**config.mk**
```make
export PLATFORM = sky130hd
export DESIGN_NAME = serial_mod
export DESIGN_NICKNAME = d
export VERILOG_FILES = /design/src/rtl/seq_prime_checker_serial_mod.sv
export SDC_FILE = /design/constraint.sdc
export NUM_CORES = 1
export LEC_CHECK = 0
export ABC_AREA = 0
export BUFFER_PORTS_ARGS = -buffer_cell sky130_fd_sc_hd__buf_2
export CORE_ASPECT_RATIO = 0.6
export CORE_MARGIN = 2
export CORE_UTILIZATION = 59
export CTS_BUF_LIST = sky130_fd_sc_hd__clkbuf_8
export CTS_CLUSTER_DIAMETER = 60
export DETAILED_ROUTE_END_ITERATION = 8
export PLACE_DENSITY = 0.79
export SLEW_MARGIN = 25
export SYNTH_ARGS = -nofsm -noshare
export SYNTH_HDL_FRONTEND = slang
export SYNTH_SLANG_ARGS = --single-unit
```
**constraint.sdc**
```tcl
create_clock -name clk -period 4 [get_ports clk]
set_clock_uncertainty 0.15 [all_clocks]
set_input_delay 0.6 -clock clk [delete_from_list [all_inputs] [get_ports clk]]
set_output_delay 0.6 -clock clk [all_outputs]
set_load 0.01 [all_outputs]
```
**src/rtl/seq_prime_checker_serial_mod.sv**
```systemverilog
// Restoring remainder unit: one dividend bit per cycle, done pulses WIDTH cycles after start.
module serial_mod #(
  parameter int WIDTH = 32
) (
  input  logic             clk,
  input  logic             rst_n,
  input  logic             start,
  input  logic [WIDTH-1:0] dividend,
  input  logic [WIDTH-1:0] divisor,
  output logic             done,
  output logic [WIDTH-1:0] rem
);

  localparam int CW = $clog2(WIDTH + 1);

  logic [WIDTH-1:0] shreg;
  logic [WIDTH-1:0] dvsr;
  logic [WIDTH-1:0] rem_q;
  logic [CW-1:0]    count;
  logic             busy;
  logic [WIDTH:0]   trial;
  logic [WIDTH:0]   diff;
  logic             fits;

  // The partial remainder is always below the divisor, so one extra bit covers the shift.
  always_comb begin
    trial = {rem_q, shreg[WIDTH-1]};
    diff  = trial - {1'b0, dvsr};
    fits  = (trial >= {1'b0, dvsr});
  end

  always_ff @(posedge clk or negedge rst_n) begin
    if (!rst_n) begin
      shreg <= '0;
      dvsr  <= '0;
      rem_q <= '0;
      count <= '0;
      busy  <= 1'b0;
      done  <= 1'b0;
    end else begin
      done <= 1'b0;
      if (start) begin
        shreg <= dividend;
        dvsr  <= divisor;
        rem_q <= '0;
        count <= CW'(WIDTH);
        busy  <= 1'b1;
      end else if (busy) begin
        rem_q <= fits ? diff[WIDTH-1:0] : trial[WIDTH-1:0];
        shreg <= shreg << 1;
        count <= count - CW'(1);
        if (count == CW'(1)) begin
          busy <= 1'b0;
          done <= 1'b1;
        end
      end
    end
  end

  assign rem = rem_q;

endmodule

```
==> reports/results.tsv <==
stage	metric	value	unit
power	cellPowerDensity	656	nW/µm²
grt	overflow	0	
yosys	netlist_area	6450	µm²
cts	cts-htree-levels	3	
die	fp.dieArea	11800	µm²
routing	vias_per_cell	5.69	
yosys	seq_area_frac_synth	0.403	
yosys	yosysTopAreaCellShare	0.403	
setup_path	worst-setup-path-type	reg2reg	
sta	maxSlewViolCount	0	
setup_path	rr_worst_depth	9	
yosys	syn_area_per_cell	8.86	µm²
setup_path	startpoint	rem[23]$_DFFE_PN0P_	
yosys	synth_most_common_cell	dfrtp_1	
setup_path	cpPeakStageDelay	440	ps
yosys	yosysTopAreaCell	dfrtp_1	
sta	slew_headroom	0.531	
yosys	synth_ff_type	dfrtp_1	
cts	path_clk_slew	110	ps
die	row_count	29	
outcome	outcome	complete, no violations	
grt	grt_max_degree	76	
sta	max_freq	301	MHz
layout	syn2layout_area_growth	11.7	%
routing	drt_iter0_drc	460	
cts	root_buffer	clkbuf_8	
cts	cts_buffers	9	
routing	first_pass_iters	8	
cts	cts_tree	done	
power	p_leak	3.72	nW
setup_path	path_depth	9	
job	maxCapViolCount	0	
placement	dp_hpwl	11.0	mm
die	die_y	85.0	µm
layout	nNetsFinal	905	
sta	finalCritPeriodShare	0.830	
setup_path	critical_path.max_fanout	8	
routing	vias	5392	
setup_path	regToRegStartpoint	rem[23]$_DFFE_PN0P_	
yosys	synth-edff-count	0	
setup_path	worstPathArrival	3480	ps
yosys	synth_nets	830	
yosys	ys_warn_count	0	
routing	wl_per_cell	15.8	µm
die	ios	100	
placement	gp_congestion	0.904	
sta	fin_setup_tns	0	ps
die	dieWidth	139	µm
setup_path	crit_buf_inv	0	
routing	drt-total-wl	14.9	mm
setup_path	critPathTopFamily	simple AND/OR/NAND/NOR gates	
sta	rsz0062_at_grt	false	
setup_path	cpMostUsedCell	or3_1	
cts	cts_hold_buf	0	
cts	cts_setup_buffers	0	
grt	grt_pass1_vias	5059	
cts	clockBufferDepth	2	
sta	period_needed	3320	ps
layout	n_antenna_cell	0	
sta	setup_viol	0	
setup_path	crit_slowest_cell	dfrtp_1	
layout	drive_above_1_share	0.166	
grt	grt_pass1_wl	25.3	mm
setup_path	timing.rr.end	rem[28]$_DFFE_PN0P_	
sta	worst_slew_pin_slew	704	ps
die	coreArea	10600	µm²
yosys	synthTopCellsByCount	dfrtp_1, nand2_1, o21ai_0	
routing	drc_errors	0	
grt	antenna_found_initial	0	
setup_path	cp_cell_sequence	ha_1 > a21o_1 > a21oi_2 > or4b_1 > or3_1 > and2_4 > or3_1 > a31o_1 > a311oi_2	
cts	clock_latency	390	ps
sta	finalHoldViolCount	0	
grt	grt.total_usage	0.263	
cts	clock_sinks	104	
yosys	synth_cell_types	63	
min_path	hold_class	in2async	
setup_path	critPathCaptureType	flip-flop	
setup_path	startpoint_type	flip-flop	
yosys	ys_ff_latch	104	
placement	io_buffers	99	
yosys	synth_area_leaders	dfrtp_1, mux2i_1, ha_1, o21ai_0, nand2_1	
placement	place_area	6990	µm²
setup_path	r2r_setup_slack	680	ps
yosys	synth-async-reset-ratio	1.00	
setup_path	crit_required	4150	ps
routing	ant_nets	0	
die	floorplan.initialDensity	0.609	
power	ir_drop	0.000314	V
cts	postCtsResizedCells	0	
yosys	syn_inst	728	
layout	final_cell_area	7200	µm²
## how the worst max path moves through the flow
stage                          endpoint  slack, ps
floorplan           rem[28]$_DFFE_PN0P_        940
global placement    rem[28]$_DFFE_PN0P_        810
detailed placement  rem[28]$_DFFE_PN0P_        730
CTS                 rem[28]$_DFFE_PN0P_        700
global route        rem[28]$_DFFE_PN0P_        550
finish              rem[28]$_DFFE_PN0P_        680
## area by class of cell
| class | count | area [µm²] |
|---|---|---|
| Clock buffer | 9 | 124 |
| Clock inverter | 7 | 83.8 |
| Multi-Input combinational cell | 541 | 3500 |
| Timing Repair Buffer | 106 | 557 |
| Sequential cell | 104 | 2610 |
| Tap cell | 139 | 174 |
| Inverter | 41 | 154 |
| Fill cell | 855 | 3390 |
## through the flow
step	worst slack [ps]	instances	hold slack (ps)	utilization	power (W)
3_5_place_dp	731	931	381	0.660	0.00398
6_report	680	947	44.7	0.680	0.00472
3_3_place_gp	812	931	355	0.660	0.00391
4_1_cts	701	947	226	0.679	0.00471
2_1_floorplan	938	728	154	-	0.00338
5_1_grt	550	947	116	0.680	0.00508
## registers in the layout (all words and copies together) (netlist names)
register / flops
dvsr: 32
rem: 32
shreg: 32
count: 6
busy: 1
done: 1
## power breakdown
group	internal [W]	leakage [nW]	switching (W)	total, W
Sequential	0.00126	1.31	0.000212	0.00147
Clock	0.000304	0.108	0.000410	0.000715
Combinational	0.00111	2.30	0.00143	0.00254
Total	0.00267	3.72	0.00205	0.00472
## layer usage
| layer | wire length, µm | vias up | global-route usage |
|---|---|---|---|
| met1 | 7380 | 2520 | 0.389 |
| met2 | 6520 | 149 | 0.401 |
| met5 | 0 | - | 0 |
| met4 | 159 | 0 | 0.0606 |
| li1 | - | 2712 | - |
| met3 | 877 | 11 | 0.0559 |
## placed cells by master, fill, tap and decap left out, types with 13 or more instances in the layout
| cell | instances |
|---|---|
| nand2_1 | 101 |
| a21oi_1 | 30 |
| o21ai_0 | 85 |
| xor2_1 | 13 |
| a211oi_1 | 25 |
| buf_2 | 97 |
| inv_1 | 41 |
| mux2i_1 | 54 |
| xnor2_1 | 17 |
| nor2_1 | 60 |
| ha_1 | 34 |
| dfrtp_1 | 103 |
## logic make-up (layout without fill, tap and decap cells)
kind of cell,Yosys count,after routing,synth area share
simple gates,223,223,0.156
compound gates,198,198,0.192
flops,104,104,0.403
buf+inv,83,163,0.0532
mux,55,55,0.0855
fa+ha+maj,35,35,0.0691
xor+xnor,30,30,0.0407
Note: power is estimated with default switching activity, not from simulation.
